==> config.mk <==
export PLATFORM = sky130hd
export DESIGN_NAME = uart_rx_ovs_flat
export DESIGN_NICKNAME = d
export VERILOG_FILES = /design/src/rtl/uart_rx_ovs_if.sv /design/src/rtl/uart_rx_ovs.sv /design/src/flat_wrapper.sv
export SDC_FILE = /design/constraint.sdc
export NUM_CORES = 1
export LEC_CHECK = 0
export ABC_AREA = 1
export CAP_MARGIN = 20
export CORE_MARGIN = 2
export CORE_UTILIZATION = 32
export DETAILED_ROUTE_END_ITERATION = 16
export MAX_ROUTING_LAYER = met4
export PLACE_DENSITY = 0.54
export SLEW_MARGIN = 15
export SYNTH_ARGS = -nofsm -noshare
export SYNTH_HDL_FRONTEND = slang
export SYNTH_SLANG_ARGS = --single-unit
==> constraint.sdc <==
create_clock -name i_clk_Rx -period 2.3 [get_ports i_clk_Rx]
set_clock_uncertainty 0.2 [all_clocks]
set_input_delay 0.46 -clock i_clk_Rx [delete_from_list [all_inputs] [get_ports i_clk_Rx]]
set_output_delay 0.46 -clock i_clk_Rx [all_outputs]
set_load 0.05 [all_outputs]
==> src/rtl/uart_rx_ovs_if.sv <==
// rtl/uart_rx_ovs_if.sv - serial input and received-word output bundle of uart_rx_ovs
interface uart_rx_ovs_if #(
  parameter int DATA_BITS = 8,
  parameter int ADDR_W    = 3
);
  logic                 rx_in;
  logic [DATA_BITS-1:0] data_out;
  logic                 wr;
  logic [ADDR_W-1:0]    wr_addr;
  logic                 parity_err;
  logic                 frame_err;
  logic                 busy;

  modport master (
    input  rx_in,
    output data_out, wr, wr_addr, parity_err, frame_err, busy
  );

  modport slave (
    output rx_in,
    input  data_out, wr, wr_addr, parity_err, frame_err, busy
  );
endinterface

==> src/rtl/uart_rx_ovs.sv <==
// rtl/uart_rx_ovs.sv - 16x-oversampled majority-voting UART receiver with wrapping write address
module uart_rx_ovs #(
  parameter int FCLK      = 100000000,
  parameter int BAUD      = 9600,
  parameter int OVS       = 16,
  parameter int DATA_BITS = 8,
  parameter int PARITY    = 0,
  parameter int STOP_BITS = 1,
  parameter int ADDR_W    = 3
) (
  input  logic           i_clk_Rx,
  input  logic           i_rst_n,
  uart_rx_ovs_if.master  io
);

  localparam int SUB_W = $clog2(OVS);
  localparam int BIT_W = $clog2(DATA_BITS + 1);
  localparam int DIV   = FCLK / (BAUD * OVS) - 1;

  localparam logic [15:0]      DIV16     = 16'(DIV);
  localparam logic [SUB_W-1:0] SUB_A     = SUB_W'(OVS / 2 - 1);
  localparam logic [SUB_W-1:0] SUB_B     = SUB_W'(OVS / 2);
  localparam logic [SUB_W-1:0] SUB_C     = SUB_W'(OVS / 2 + 1);
  localparam logic [SUB_W-1:0] SUB_L     = SUB_W'(OVS - 1);
  localparam logic [BIT_W-1:0] BIT_LAST  = BIT_W'(DATA_BITS - 1);
  localparam logic [BIT_W-1:0] STOP_LAST = BIT_W'(STOP_BITS - 1);
  localparam logic             PAR_ODD   = (PARITY == 1);

  typedef enum logic [2:0] {
    S_IDLE, S_START, S_DATA, S_PARITY, S_STOP, S_DONE, S_BREAK
  } state_t;

  state_t r_state, w_state_nx;

  logic                 r_rx_m, r_rx_s;
  logic [15:0]          r_div;
  logic [SUB_W-1:0]     r_sub;
  logic [1:0]           r_samp;
  logic [BIT_W-1:0]     r_bit;
  logic [DATA_BITS-1:0] r_shift;
  logic                 r_perr, r_ferr;
  logic [DATA_BITS-1:0] r_data_out;
  logic                 r_parity_err, r_frame_err;
  logic [ADDR_W-1:0]    r_wr_addr;

  logic w_tick, w_sampling, w_decide, w_vote, w_ld_out;

  assign w_tick     = (r_div == DIV16);
  assign w_sampling = (r_state == S_START) || (r_state == S_DATA) ||
                      (r_state == S_PARITY) || (r_state == S_STOP);
  assign w_decide   = w_tick && w_sampling && (r_sub == SUB_C);
  // Third sample is taken live at the decision tick.
  assign w_vote     = (r_samp[0] & r_samp[1]) | (r_samp[0] & r_rx_s) | (r_samp[1] & r_rx_s);
  assign w_ld_out   = (r_state == S_STOP) && (w_state_nx == S_DONE);

  always_comb begin
    w_state_nx = r_state;
    case (r_state)
      S_IDLE:   if (w_tick && !r_rx_s) w_state_nx = S_START;
      S_START:  if (w_decide) w_state_nx = w_vote ? S_IDLE : S_DATA;
      S_DATA:   if (w_decide && r_bit == BIT_LAST)
                  w_state_nx = (PARITY != 0) ? S_PARITY : S_STOP;
      S_PARITY: if (w_decide) w_state_nx = S_STOP;
      S_STOP:   if (w_decide && r_bit == STOP_LAST) w_state_nx = S_DONE;
      S_DONE:   w_state_nx = r_rx_s ? S_IDLE : S_BREAK;
      S_BREAK:  if (w_tick && r_rx_s) w_state_nx = S_IDLE;
      default:  w_state_nx = S_IDLE;
    endcase
  end

  always_ff @(posedge i_clk_Rx or negedge i_rst_n) begin
    if (!i_rst_n) begin
      r_state <= S_IDLE;
    end else begin
      r_state <= w_state_nx;
    end
  end

  always_ff @(posedge i_clk_Rx or negedge i_rst_n) begin
    if (!i_rst_n) begin
      r_rx_m       <= 1'b1;
      r_rx_s       <= 1'b1;
      r_div        <= '0;
      r_sub        <= '0;
      r_samp       <= '0;
      r_bit        <= '0;
      r_shift      <= '0;
      r_perr       <= 1'b0;
      r_ferr       <= 1'b0;
      r_data_out   <= '0;
      r_parity_err <= 1'b0;
      r_frame_err  <= 1'b0;
      r_wr_addr    <= '0;
    end else begin
      r_rx_m <= io.rx_in;
      r_rx_s <= r_rx_m;
      r_div  <= w_tick ? 16'd0 : r_div + 16'd1;

      // Sub-counter free-runs mod OVS through the frame so each bit decision lands OVS ticks apart.
      if (r_state == S_IDLE) begin
        r_sub <= '0;
      end else if (w_tick) begin
        r_sub <= (r_sub == SUB_L) ? '0 : r_sub + 1'b1;
        if (r_sub == SUB_A) r_samp[0] <= r_rx_s;
        if (r_sub == SUB_B) r_samp[1] <= r_rx_s;
      end

      if (r_state != S_DATA && r_state != S_STOP) begin
        r_bit <= '0;
      end else if (w_decide) begin
        r_bit <= (w_state_nx != r_state) ? '0 : r_bit + 1'b1;
      end

      if (r_state == S_START) begin
        r_perr <= 1'b0;
        r_ferr <= 1'b0;
      end
      if (w_decide && r_state == S_DATA)   r_shift <= {w_vote, r_shift[DATA_BITS-1:1]};
      if (w_decide && r_state == S_PARITY) r_perr  <= (^r_shift) ^ w_vote ^ PAR_ODD;
      if (w_decide && r_state == S_STOP)   r_ferr  <= r_ferr | ~w_vote;

      if (w_ld_out) begin
        r_data_out   <= r_shift;
        r_parity_err <= r_perr;
        r_frame_err  <= r_ferr | ~w_vote;
      end

      if (r_state == S_DONE) r_wr_addr <= r_wr_addr + 1'b1;
    end
  end

  assign io.data_out   = r_data_out;
  assign io.parity_err = r_parity_err;
  assign io.frame_err  = r_frame_err;
  assign io.wr_addr    = r_wr_addr;
  assign io.wr         = (r_state == S_DONE);
  assign io.busy       = (r_state != S_IDLE);

endmodule
==> src/flat_wrapper.sv <==
// flat-port wrapper written by rule: the top's interface ports become plain ports
module uart_rx_ovs_flat 
#(
  parameter int FCLK      = 100000000,
  parameter int BAUD      = 9600,
  parameter int OVS       = 16,
  parameter int DATA_BITS = 8,
  parameter int PARITY    = 0,
  parameter int STOP_BITS = 1,
  parameter int ADDR_W    = 3
)
  (i_clk_Rx, i_rst_n, io_rx_in, io_data_out, io_wr, io_wr_addr, io_parity_err, io_frame_err, io_busy);
  uart_rx_ovs_if #(.DATA_BITS(DATA_BITS), .ADDR_W(ADDR_W)) io_i ();
  input  logic i_clk_Rx;
  input  logic i_rst_n;
  input wire logic [$bits(io_i.rx_in)-1:0] io_rx_in;
  output wire logic [$bits(io_i.data_out)-1:0] io_data_out;
  output wire logic [$bits(io_i.wr)-1:0] io_wr;
  output wire logic [$bits(io_i.wr_addr)-1:0] io_wr_addr;
  output wire logic [$bits(io_i.parity_err)-1:0] io_parity_err;
  output wire logic [$bits(io_i.frame_err)-1:0] io_frame_err;
  output wire logic [$bits(io_i.busy)-1:0] io_busy;
  assign io_i.rx_in = io_rx_in;
  assign io_data_out = io_i.data_out;
  assign io_wr = io_i.wr;
  assign io_wr_addr = io_i.wr_addr;
  assign io_parity_err = io_i.parity_err;
  assign io_frame_err = io_i.frame_err;
  assign io_busy = io_i.busy;
  uart_rx_ovs #(.FCLK(FCLK), .BAUD(BAUD), .OVS(OVS), .DATA_BITS(DATA_BITS), .PARITY(PARITY), .STOP_BITS(STOP_BITS), .ADDR_W(ADDR_W)) u_core (.i_clk_Rx(i_clk_Rx), .i_rst_n(i_rst_n), .io(io_i));
endmodule
# Yosys cells after proc, flatten, opt, wreduce, memory -nomap -nowiden
# Cells that the tools add are included.
# totals
register_bits	54
latch_bits	0
ramBits	0
romBits	0
input_bits	3
output_inout_bits	15
wordCells	88
memories	0
# op_classes
n_addsub	4
multipliers	0
div	0
order_cmp	0
eq_ne	16
shifts	0
muxes	19
bitwise	9
reduce_logical	25
# op_table
op	count
4-bit 2-to-1 mux	6
3-bit 2-to-1 mux	7
3-bit one-hot mux with 7 select lines	1
16-bit by 1-bit adder with 16-bit output, second input constant	1
16-bit by 10-bit == test with 1-bit output, second input constant	1
16-bit 2-to-1 mux	1
3-bit == test, second input constant	4
4-bit == test, second input constant	3
1-bit logical AND	11
4-bit by 1-bit adder with 4-bit output, second input constant	2
4-bit by 3-bit == test with 1-bit output, second input constant	2
2-bit nonzero test	4
8-bit parity	1
3-bit by 2-bit == test with 1-bit output, second input constant	2
3-bit AND reduction	2
4-bit zero test	1
3-bit by 1-bit adder with 3-bit output, second input constant	1
1-bit bitwise AND	3
3-bit by 1-bit == test with 1-bit output, second input constant	1
3-bit zero test	1
1-bit logical OR	3
1-bit 2-to-1 mux	3
3-bit by 2-bit inequality test with 1-bit output, second input constant	1
3-bit inequality test	1
other kinds (7)	10

# Depth between registers and ports, before layout
# logic_depth
word_depth	13
ltp_mapped	14
mapped_depth_nobuf	14

# Worst setup path after synthesis
# OpenSTA, ideal clock, no wires.
# synth_timing
path_type	flip-flop to flip-flop
from	register u_core.r_div[0]
to	register u_core.r_data_out[0], in the netlist u_core.io.data_out[0]
setup_ns	0.125
arrival_time_ns	1.619
required_time_ns	1.975
path_slack_ns	0.356
path_stages_with_launch	12
path_buffers	1
synth_period_minus_slack_ns	1.944
path_cell_list	dfrtp_1 inv_1 ha_1 inv_1 nor2_1 nand2_1 nor2_2 nand3_2 nor2_4 nand3_2 buf_6 mux2_4
# synth_between
elab_chain_cells	8
word_cells_on_any_way	16
classes_between	eq/ne: 2; mux: 7; reduce/logical: 7
# synth_lines
item	line	rtl
from (decl)	uart_rx_ovs.sv:36	logic [15:0] r_div;
from (signal assigned)	uart_rx_ovs.sv:97	r_div <= w_tick ? 16'd0 : r_div + 16'd1;
16-bit by 10-bit == test with 1-bit output (*)	uart_rx_ovs.sv:48	assign w_tick = (r_div == DIV16);
1-bit logical AND (2 in a row)	uart_rx_ovs.sv:51	assign w_decide = w_tick && w_sampling && (r_sub == SUB_C);
1-bit logical AND, on equally long branches	uart_rx_ovs.sv:64, uart_rx_ovs.sv:61	
3-bit 2-to-1 mux, on equally long branches	uart_rx_ovs.sv:64, uart_rx_ovs.sv:61	
3-bit one-hot mux with 7 select lines (*)	uart_rx_ovs.sv:58	case (r_state)
3-bit == test (*)	uart_rx_ovs.sv:54	assign w_ld_out = (r_state == S_STOP) && (w_state_nx == S_DONE);
1-bit logical AND (*)	uart_rx_ovs.sv:54	
to (signal assigned)	uart_rx_ovs.sv:123	r_data_out <= r_shift;
to (decl)	uart_rx_ovs.sv:42	logic [DATA_BITS-1:0] r_data_out;
# Mark *: on every way between the ends. The rest lies on a longest branch, timed or not.
# A chain may end at the register's enable or synchronous reset.

# Worst setup path in the final report
# layout_timing
from	register u_core.r_wr_addr[0], in the netlist u_core.io.wr_addr[0]
to	output io_wr_addr[0]
# layout_rtl
item	line	rtl
from (decl)	uart_rx_ovs.sv:44	logic [ADDR_W-1:0] r_wr_addr;
from (signal assigned)	uart_rx_ovs.sv:128	if (r_state == S_DONE) r_wr_addr <= r_wr_addr + 1'b1;
to (decl)	flat_wrapper.sv:19	output wire logic [$bits(io_i.wr_addr)-1:0] io_wr_addr;
# No word-level cell between the ends.

==> flow_results.org <==
** Outcome
- The run finished with clean final reports.

** Clock tree
- Clk pin slew, worst setup/hold paths :: 0.09 ns
- Number of buffers inserted during clock tree synthesis :: 5
- CTS max path bufs :: 2
- Number of levels in the clock H-tree :: 2
- TritonCTS built the clock tree.
- TritonCTS Sinks :: 54
- Root buf cell :: sky130_fd_sc_hd__clkbuf_8
- The clock reaches the later pin of the worst-skew pair after 0.30 ns.

** Power
- VDD sags by at most between 0.0002 and 0.00025 V.
- In this run the power density over the cells is 473 mW/mm².
- In this run the static leakage power is about 1.5 nW.
- Total power of the final layout :: between 1.5 and 2 mW

** Placement
- DP Area :: around 0.0031 mm²
- At the end of routability-driven placement, the weighted congestion stood at between 0.8 and 0.9.
- Once detailed placement completed, the half-perimeter wirelength came to around 3900 µm.
- Input and output buffers added on the ports amount to 17.
- Count of placed standard cells including taps :: 446

** GRT
- Pin count of the biggest net entering global routing :: 35
- First-pass GRT wire length :: 9360 µm
- The initial antenna violation count was 0.
- The number of global-route vias before repair came to between 2000 and 2500.
- Global-route congestion overflow total :: 0
- Global routing used a little over an eighth of the available tracks.

** Logic synthesis
- The cell area that synthesis handed to floorplanning was 0.00273 mm².
- Count of cell types in the netlist :: 34
- Dominant cell type by area after synthesis :: sky130_fd_sc_hd__dfrtp_1
- Synthesis produced a netlist with a net count of 332.
- The top cell type by area accounts for between 40% and 50% of the synthesized area.
- Counting every instance in the synthesized netlist gives 321.
- Counting flops and latches in the post-synthesis netlist gives 54.
- Post-synthesis sequential area ratio :: approximately half
- Synth warn :: 0
- A synthesized cell averages roughly 8.5 µm².
- Synth area leaders :: sky130_fd_sc_hd__dfrtp_1, sky130_fd_sc_hd__nand2_1, sky130_fd_sc_hd__inv_1, sky130_fd_sc_hd__o21ai_0, sky130_fd_sc_hd__nor2_1

** Final layout
- Commonest cells after routing, fill and taps aside :: sky130_fd_sc_hd__nand2_1, sky130_fd_sc_hd__inv_1, sky130_fd_sc_hd__dfrtp_1, sky130_fd_sc_hd__nor2_1, sky130_fd_sc_hd__o21ai_0
- Once layout is complete, the utilization of the core stands at slightly below 40%.
- Leaving out filler cells and counting taps, the final layout contains around 460.
- Final net count :: ~360
- Post-route cell area :: about 0.0032 mm²
- Share of cells above drive strength 1 :: around 11%
- The library cell used most frequently in the layout, excluding fill and tap cells, is sky130_fd_sc_hd__nand2_1.
- Antenna diode count :: 0
- Number of fill cells in the layout :: slightly below 900
- The area growth from synthesis to layout is 17.9%.

** Setup path
- STA classifies the critical path endpoint as a primary output.
- The critical path in this run is classified as flip-flop to primary output.
- Critical path required time :: 1.64 ns
- Startpoint class of the critical path :: flip-flop
- Maximum cell stage delay along the critical path :: 0.82 ns
- The critical path goes through clkdlybuf4s50_1.
- Worst reg-to-reg path cell count :: 14
- The endpoint identified for the worst register-to-register timing path is u_core.r_bit[1]$_DFFE_PN0P_.
- Signal arrival time at the worst endpoint :: ~1.5 ns
- Largest delay share family, worst path :: buffers and inverters
- Worst r2r src :: u_core.r_div[0]$_DFF_PN0_
- In this run the register-to-register setup slack is ~0.22 ns.
- Slowest-stage cell, CP :: sky130_fd_sc_hd__clkdlybuf4s50_1
- Counting both buffers and inverters, the worst setup path holds a total of 1.
- CP max FO :: 3

** Routing
- DRT antenna net count :: 0
- Top routing layer used :: met4
- Summed over all layers, the routed wires come to 5330 µm.
- Post-Route M1 WL :: 2660 µm
- DRC :: 0
- After detailed routing, the average wire length per cell comes to roughly 12 µm.
- The first detailed-routing pass took 4 iterations.
- Wire length on met2 :: 2400 µm
- The first routing iteration left roughly 90 violations.
- Detail Route met3 WL :: 155 µm
- For this block, the via count after detailed routing is 2082.
- Dividing the detail-routed via count by the number of cells gives approximately 4.5.

** Timing
- Worst-Margin Slew :: 0.511 ns
- Final Cycle Share :: 94.4%
- Tmin final :: 2.17 ns
- Static timing analysis puts the maximum clock frequency at roughly 460 MHz.
- Finish-stage setup viols :: 0
- Remaining max-slew budget at the tightest pin :: between 60 and 70%
- Total count of max-transition violations in the final report :: 0
- Number of hold violations in the final report :: 0
- Hold Slack :: between 0.15 and 0.2 ns

** Worst hold path
- The worst hold path begins at u_core.r_rx_m$_DFF_PN1_.
- Hold path depth :: 0
- The min-delay analysis places its worst path in the category flip-flop to flip-flop.
- The worst hold path terminates at u_core.r_rx_s$_DFF_PN1_.

** Floorplanning
- Vertical die dimension :: just under 100 µm
- The die is between 90 and 100 µm wide.
- For this configuration, the core starts out at a cell density of about a third.
- IO Count :: 18
- In this run the core area contains 33 standard-cell rows.
- Area enclosed by the die boundary :: just over 0.009 mm²
- Core Box Area :: between 0.008 and 0.009 mm²

** Job
- Across the run, the number of max-cap violations was 0.
-- sequential cells by signal, indices dropped and copies added (netlist names) --
name / flops
u_core.r_rx_s: 1
u_core.r_samp: 2
u_core.r_bit: 4
u_core.r_shift: 8
u_core.io.wr_addr: 3
u_core.io.data_out: 8
u_core.r_state: 3
u_core.r_sub: 4
u_core.r_div: 16
u_core.r_ferr: 1
u_core.io.frame_err: 1
u_core.r_perr: 1
u_core.io.parity_err: 1
u_core.r_rx_m: 1
-- synthesized netlist by cell type, drive strengths merged --
master,instances
a211oi,1
a21oi,7
buf,2
clkbuf,1
dfrtp,52
dfstp,2
ha,8
inv,53
mux2,1
nand2,67
nand3,22
nand4,9
nor2,35
nor3,7
nor3b,1
nor4,1
o2111ai,1
o21a,1
o21ai,28
o22ai,1
o311ai,1
o31ai,1
o32ai,1
xnor2,9
xor2,9
-- area by class of cell --
type                            instances  area [µm²]  area share, %
Timing Repair Buffer                   27         263           8.17
Inverter                               53         199           6.18
Clock inverter                          1        5.00          0.156
Multi-Input combinational cell        211        1180           36.6
Clock buffer                            7        86.3           2.68
Sequential cell                        54        1350           42.1
Tap cell                              105         131           4.08
-- where the power goes --
group / leakage (nW) / total (mW) / internal (mW) / switching (mW)
sequential: 0.733 / 0.952 / 0.952 / 0.000656
clock: 0.0482 / 0.542 / 0.244 / 0.298
combinational: 0.733 / 0.0277 / 0.00707 / 0.0206
total: 1.51 / 1.52 / 1.20 / 0.319
-- through the flow --
step / worst slack, ns / TNS [ns]
floorplan: 0.356 / 0
global placement: 0.234 / 0
detailed placement: 0.177 / 0
CTS: 0.102 / 0
global route: -0.0110 / -0.0209
finish: 0.129 / 0
-- worst max-delay path by stage --
| stage | endpoint | cells past startpoint | slack [ns] | startpoint |
|---|---|---|---|---|
| 3_5_place_dp | u_core.r_bit[1]$_DFFE_PN0P_ | 13 | 0.18 | u_core.r_div[0]$_DFF_PN0_ |
| 3_3_place_gp | u_core.r_bit[0]$_DFFE_PN0P_ | 13 | 0.23 | u_core.r_div[0]$_DFF_PN0_ |
| 4_1_cts | io_wr_addr[0] | 1 | 0.10 | u_core.io.wr_addr[0]$_DFFE_PN0P_ |
| 6_report | io_wr_addr[0] | 1 | 0.13 | u_core.io.wr_addr[0]$_DFFE_PN0P_ |
| 5_1_grt | u_core.r_bit[1]$_DFFE_PN0P_ | 13 | -0.01 | u_core.r_div[0]$_DFF_PN0_ |
| 2_1_floorplan | u_core.io.data_out[0]$_DFFE_PN0P_ | 11 | 0.36 | u_core.r_div[0]$_DFF_PN0_ |
-- routing by layer --
metal | track usage, % | up-vias
li1 | - | 1079
met5 | - | -
met1 | 17.1 | 966
met4 | 5.40 | 0
met2 | 20.7 | 28
met3 | 2.43 | 9
-- timing repair --
item,in CTS,in global routing
setup endpoints to repair,0,17
setup buffers,0,3
resized for setup,0,6
endpoints found under the hold margin,20,0
hold buffers,1,0
-- cell families after synthesis --
logic type	after synthesis	synth area share, %
compound gates	42	8.57
xor+xnor	18	5.78
fa+ha+maj	8	3.67
buf+inv	56	8.02
flops	54	49.6
mux	1	0.550
simple gates	142	23.8
Note: power is estimated with default switching activity, not from simulation.
==> RTL edit 1: new RTL, same settings <==
`DATA_BITS` is set to 8 in 3 places; all go to 16.
--- a/src/rtl/uart_rx_ovs_if.sv
+++ b/src/rtl/uart_rx_ovs_if.sv
@@ -1,6 +1,6 @@
 // rtl/uart_rx_ovs_if.sv - serial input and received-word output bundle of uart_rx_ovs
 interface uart_rx_ovs_if #(
-  parameter int DATA_BITS = 8,
+  parameter int DATA_BITS = 16,
   parameter int ADDR_W    = 3
 );
   logic                 rx_in;
--- a/src/rtl/uart_rx_ovs.sv
+++ b/src/rtl/uart_rx_ovs.sv
@@ -3,7 +3,7 @@
   parameter int FCLK      = 100000000,
   parameter int BAUD      = 9600,
   parameter int OVS       = 16,
-  parameter int DATA_BITS = 8,
+  parameter int DATA_BITS = 16,
   parameter int PARITY    = 0,
   parameter int STOP_BITS = 1,
   parameter int ADDR_W    = 3
--- a/src/flat_wrapper.sv
+++ b/src/flat_wrapper.sv
@@ -4,7 +4,7 @@
   parameter int FCLK      = 100000000,
   parameter int BAUD      = 9600,
   parameter int OVS       = 16,
-  parameter int DATA_BITS = 8,
+  parameter int DATA_BITS = 16,
   parameter int PARITY    = 0,
   parameter int STOP_BITS = 1,
   parameter int ADDR_W    = 3
Ports: changed (resized io_data_out); port bits go from 18 to 26. The function was not compared with the original's and may differ.
==> RTL edit 1 against the original RTL <==
Sequential power rose by 31%. Setup slack got worse by 0.050 ns. Final area rose by 33%. Worst hold slack improved by 0.0040 ns. Wire length rose by 32%. Sequential cell count rose by 17. Via count rose by 33%. Synthesized area rose by 29%. Maximum frequency fell by 2.2%. Power rose by 50%. Sequential share of layout area fell by 0.48 points. Largest cell class unchanged. Largest power group unchanged.
==> RTL edit 1: results (changes against the original RTL) <==
Register area share after synthesis: 0.5066 (was 0.4961)
Worst skew pair latency: 0.35 ns (was 0.30 ns)
Syn Area/Cell: 8.225 um2 (was 8.501 um2)
Unique masters post-synth: 25 (was 34)
Share of cells above drive strength 1: 0.1013 (was 0.1076)
Tightest Pin Transition: 0.5114 ns (was 0.5106 ns)
Static leakage: 0.002058 uW (was 0.001514 uW)
Switching part of the total: 0.2291 (was 0.2098)
GR Util All Layers: 0.1413 (was 0.1329)
VDD IR max: 326.5 uV (was 226.6 uV)
Post-DP HPWL: 5.067 mm (was 3.910 mm)
Top fanout value on the critical path: 3 (unchanged)
Fillers: 1081 (was 872)
Dpl cells: 592 (was 446)
Most frequent cells after synthesis: nand2_1 (105), dfrtp_1 (69), inv_1 (69) (was nand2_1 (67), dfrtp_1 (52), inv_1 (52))
Ys Warns: 0 (unchanged)
Largest net degree at the start of global routing: 41 (was 35)
Post-synth top area share: 0.4916 (was 0.4768)
Synth area leaders: dfrtp_1 (49%), nand2_1 (11%), inv_1 (7.4%), o21ai_0 (4.3%), nor2_1 (3.8%) (was dfrtp_1 (48%), nand2_1 (9.2%), inv_1 (7.2%), o21ai_0 (4.8%), nor2_1 (4.5%))
Max Root-Sink Buffers: 2 (unchanged)
CTS buffer count: 9 (was 5)
Synth Net Count: 439 (was 332)
DR WL/cell: 11.48 um (was 11.64 um)
Total Wirelength: 7.046 mm (was 5.329 mm)
Status: finished clean (unchanged)
Initial DRC count: 75 (was 92)
Global-route wire length before repair: 12.83 mm (was 9.356 mm)
GPL Wtd Cong: 0.8016 (was 0.8132)
Vias in the first global route: 2839 (was 2074)
Via density per instance: 4.495 (was 4.546)
PortBufs: 25 (was 17)
CTS HTree Levels: 3 (was 2)
First-pass DRT Iterations: 5 (was 4)
Layout Nets: 481 (was 363)
==> RTL edit 1: changes by cell type after synthesis, sizes merged, moves of 5 or more <==
cell	unedited run	this run
dfrtp	52	69
inv	53	72
nand2	67	107
nand3	22	27
o21ai	28	48
xnor2	9	14
==> RTL edit 1: path summary, 6_finish.rpt <==
kind	startpoint	endpoint	slack (ns)	cells after the start
worst max-delay path	u_core.io.wr_addr[0]	io_wr_addr[0]	0.08	1
worst min-delay path	u_core.r_rx_m	u_core.r_rx_s	0.16	0
worst max register to register	u_core.r_div[0]	u_core.io.parity_err	0.15	10
worst min register to register	u_core.r_rx_m	u_core.r_rx_s	0.16	0
max in group asynchronous	i_rst_n	u_core.r_div[5]	0.95	3
min in group asynchronous	i_rst_n	u_core.r_samp[1]	0.37	2
==> RTL edit 1: power groups by stage <==
stage	Clock (uW)	Combinational (uW)	Sequential, uW
after floorplan	0	0.978	1280
after global placement	0	35.7	1280
after detailed placement	0	35.7	1280
after CTS	1030	37.2	1250
after global routing	1090	41.7	1250
final	1000	34.2	1250
==> RTL edit 1: metal layers <==
metal  up-vias  part of all wire  track usage
met5         -                 0            -
met4         0             0.013      0.04945
met3         9             0.029      0.02869
met2        38              0.46       0.2201
met1      1297              0.50       0.1839
li1       1416                 -            -
==> RTL edit 1: what timing repair did <==
| action | in CTS | in global routing |
|---|---|---|
| setup endpoints to repair | 0 | 22 |
| endpoints found under the hold margin | 11 | 0 |
| resized for setup | 0 | 10 |
| hold buffers | 1 | 0 |
| buffers inserted | 0 | 5 |
==> RTL edit 1: final cells by class <==
class                   instances  area [um2]  area share
flip-flops and latches         71        1779      0.4160
clock buffers                  10       127.6     0.02984
repair buffers                 37       395.4     0.09245
multi-input cells             278        1459      0.3411
inverters                      72       270.3     0.06319
clock inverters                 6       70.07     0.01638
well taps                     140       175.2     0.04096
==> RTL edit 1: kinds of logic (layout without fill, tap and decap cells) <==
group	after synthesis	in the layout	share of synthesized area
muxes	1	1	0.003206
buffers and inverters	78	125	0.08550
and+or+nand+nor	188	188	0.2358
AOI/OAI and AO/OA	60	60	0.08692
adders and majority gates	9	9	0.03206
DFF	71	71	0.5066
xor gates and xnor gates	20	20	0.04988
==> RTL edit 1: per-stage QoR <==
| stage | power, uW | area (um2) | setup WS, ns | utilization |
|---|---|---|---|---|
| 2_1_floorplan | 1277 | 3512 | 0.2500 | - |
| 3_3_place_gp | 1312 | 3993 | 0.2054 | 0.3699 |
| 3_5_place_dp | 1312 | 3993 | 0.1062 | 0.3699 |
| 4_1_cts | 2322 | 4200 | 0.05888 | 0.3892 |
| 5_1_grt | 2380 | 4277 | -0.03579 | 0.3962 |
| 6_report | 2290 | 4277 | 0.07919 | 0.3962 |
==> RTL edit 2: new RTL, config.mk and constraints unchanged <==
Made on the original files. Make the reset (`i_rst_n`) synchronous in 2 clocked blocks.
--- a/src/rtl/uart_rx_ovs.sv
+++ b/src/rtl/uart_rx_ovs.sv
@@ -68,7 +68,7 @@
     endcase
   end
 
-  always_ff @(posedge i_clk_Rx or negedge i_rst_n) begin
+  always_ff @(posedge i_clk_Rx) begin
     if (!i_rst_n) begin
       r_state <= S_IDLE;
     end else begin
@@ -76,7 +76,7 @@
     end
   end
 
-  always_ff @(posedge i_clk_Rx or negedge i_rst_n) begin
+  always_ff @(posedge i_clk_Rx) begin
     if (!i_rst_n) begin
       r_rx_m       <= 1'b1;
       r_rx_s       <= 1'b1;
Check against the original RTL: no difference found for any inputs over 10 cycles, from zero or initial values and one cycle with i_rst_n low; that may be too few to reach the edited logic, so the function may still have changed.
==> RTL edit 2 against the original RTL <==
Count of clock-buffer cells in the layout down 2. Sequential power fell by 0.7%. Setup slack gained 0.016 ns. Critical path type unchanged. Power is 2.3% higher. Synthesized area is 2.9% lower. Largest cell class is now multi-input combinational cells. Sequential cell count is the same. Die area fell by 2.8%. Wire length shrank 7.1%. Final area shrank 5.3%.
==> RTL edit 2: results (changes against the original RTL) <==
Slew headroom: 0.6374 (was 0.6585)
First-pass DRT Iterations: 4 (unchanged)
Vias in the first global route: 2080 (was 2074)
Most frequent cells after synthesis: dfxtp_1 (54), inv_1 (50), nor2_1 (48) (was nand2_1 (67), dfrtp_1 (52), inv_1 (52))
CP Launch Type: register (unchanged)
Ys async rst share: 0 (was 1.000)
Register area share after synthesis: 0.4079 (was 0.4961)
CTS buffer count: 5 (unchanged)
# diodes: 0 (unchanged)
DP Area: 2949 um2 (was 3070 um2)
Global-route wire length before repair: 9.032 mm (was 9.356 mm)
Post-DP HPWL: 3.773 mm (was 3.910 mm)
Non-Filler Instances: 474 (was 458)
Post-CTS Setup Bufs: 0 (unchanged)
Unique masters post-synth: 39 (was 34)
CP peak stage delay: 0.81 ns
Syn Area/Cell: 7.637 um2 (was 8.501 um2)
Clk pin slew, worst setup/hold paths: 0.11 ns (was 0.09 ns)
Synth Net Count: 358 (was 332)
CTS HTree Levels: 2 (unchanged)
CP max stage cell: clkdlybuf4s50_1 (unchanged)
Largest net degree at the start of global routing: 27 (was 35)
Layout Nets: 379 (was 363)
Root buffer cell: clkbuf_8 (unchanged)
Biggest register: u_core.r_div (unchanged)
R2r startpoint: u_core.r_div[0] (unchanged)
Ys Warns: 0 (unchanged)
Max Root-Sink Buffers: 2 (unchanged)
Share of cells above drive strength 1: 0.1220 (was 0.1076)
Antenna violations before repair: 0 (unchanged)
VDD IR max: 202.0 uV (was 226.6 uV)
Hold Crit Start: u_core.r_rx_m (unchanged)
CP startpoint: u_core.io.wr_addr[1] (was u_core.io.wr_addr[0])
Static leakage: 0.001222 uW (was 0.001514 uW)
Worst skew pair latency: 0.32 ns (was 0.30 ns)
Synth area leaders: dfxtp_1 (41%), inv_1 (7.1%), nor2_1 (6.8%), a21oi_1 (5.9%), nand2_1 (4.7%) (was dfrtp_1 (48%), nand2_1 (9.2%), inv_1 (7.2%), o21ai_0 (4.8%), nor2_1 (4.5%))
GPL Wtd Cong: 0.8723 (was 0.8132)
Fillers: 851 (was 872)
Top fanout value on the critical path: 3 (unchanged)
Via density per instance: 4.464 (was 4.546)
Status: finished clean (unchanged)
GR Util All Layers: 0.1280 (was 0.1329)
Max FFs per register: 16 (unchanged)
Initial DRC count: 67 (was 92)
Post-CTS sizing: 0 (unchanged)
Worst min path class: reg2reg (unchanged)
Cell family with most CP delay: buffers and inverters (unchanged)
Total Wirelength: 4.951 mm (was 5.329 mm)
PortBufs: 17 (unchanged)
## RTL edit 2: cell count changes in the layout (fill, tap and decap cells not counted), sizes merged, moves of 6 or more
cell,before,now
xnor2,9,2
nand3,22,16
nor2,35,56
a21oi,7,32
buf,12,6
dfrtp,52,0
nand2,67,39
dfxtp,0,54
## RTL edit 2: cell type report
class,instances,area share
multi-input combinational,229,0.4304
sequential,54,0.3548
inverter,57,0.07146
timing repair buffer,21,0.06817
tap,105,0.04312
clock buffer,5,0.02259
clock inverter,3,0.009446
## RTL edit 2: power by group
group	internal (uW)	switching (uW)	total (uW)
Sequential	940	4.62	945
Clock	228	345	573
Combinational	14.5	24.6	39.1
## RTL edit 2: kinds of logic (layout without fill, tap and decap cells)
logic type,count (synthesis),after routing,share of synthesized area
compound gates,65,65,0.1289
xor+xnor,13,13,0.04297
fa+ha+maj,8,8,0.03777
buf+inv,64,86,0.09726
flops,54,54,0.4079
simple gates,143,143,0.2852
## RTL edit 2: worst paths after layout
check,cells past startpoint,slack [ns],endpoint
worst max-delay path,1,0.14,io_wr_addr[1]
worst min-delay path,1,0.23,u_core.r_rx_s
worst max register to register,15,0.30,u_core.r_bit[2]
worst min register to register,1,0.23,u_core.r_rx_s
## RTL edit 2: per-layer routing
layer | vias up | track usage | share of wire
li1 | 1156 | - | -
met1 | 938 | 0.1601 | 0.51
met2 | 17 | 0.2074 | 0.45
met3 | 5 | 0.02155 | 0.017
met4 | 0 | 0.04710 | 0.017
met5 | - | - | 0
## RTL edit 2: through the flow
stage            util  total power [uW]  setup slack [ns]  hold slack [ns]
2_1_floorplan       -             991.7            0.2740           0.1925
3_3_place_gp   0.3626              1006            0.3209           0.1943
3_5_place_dp   0.3626              1007            0.2933           0.2019
4_1_cts        0.3746              1593            0.1215           0.2306
5_1_grt        0.3746              1623           0.04897           0.2348
6_report       0.3746              1557            0.1449           0.2280
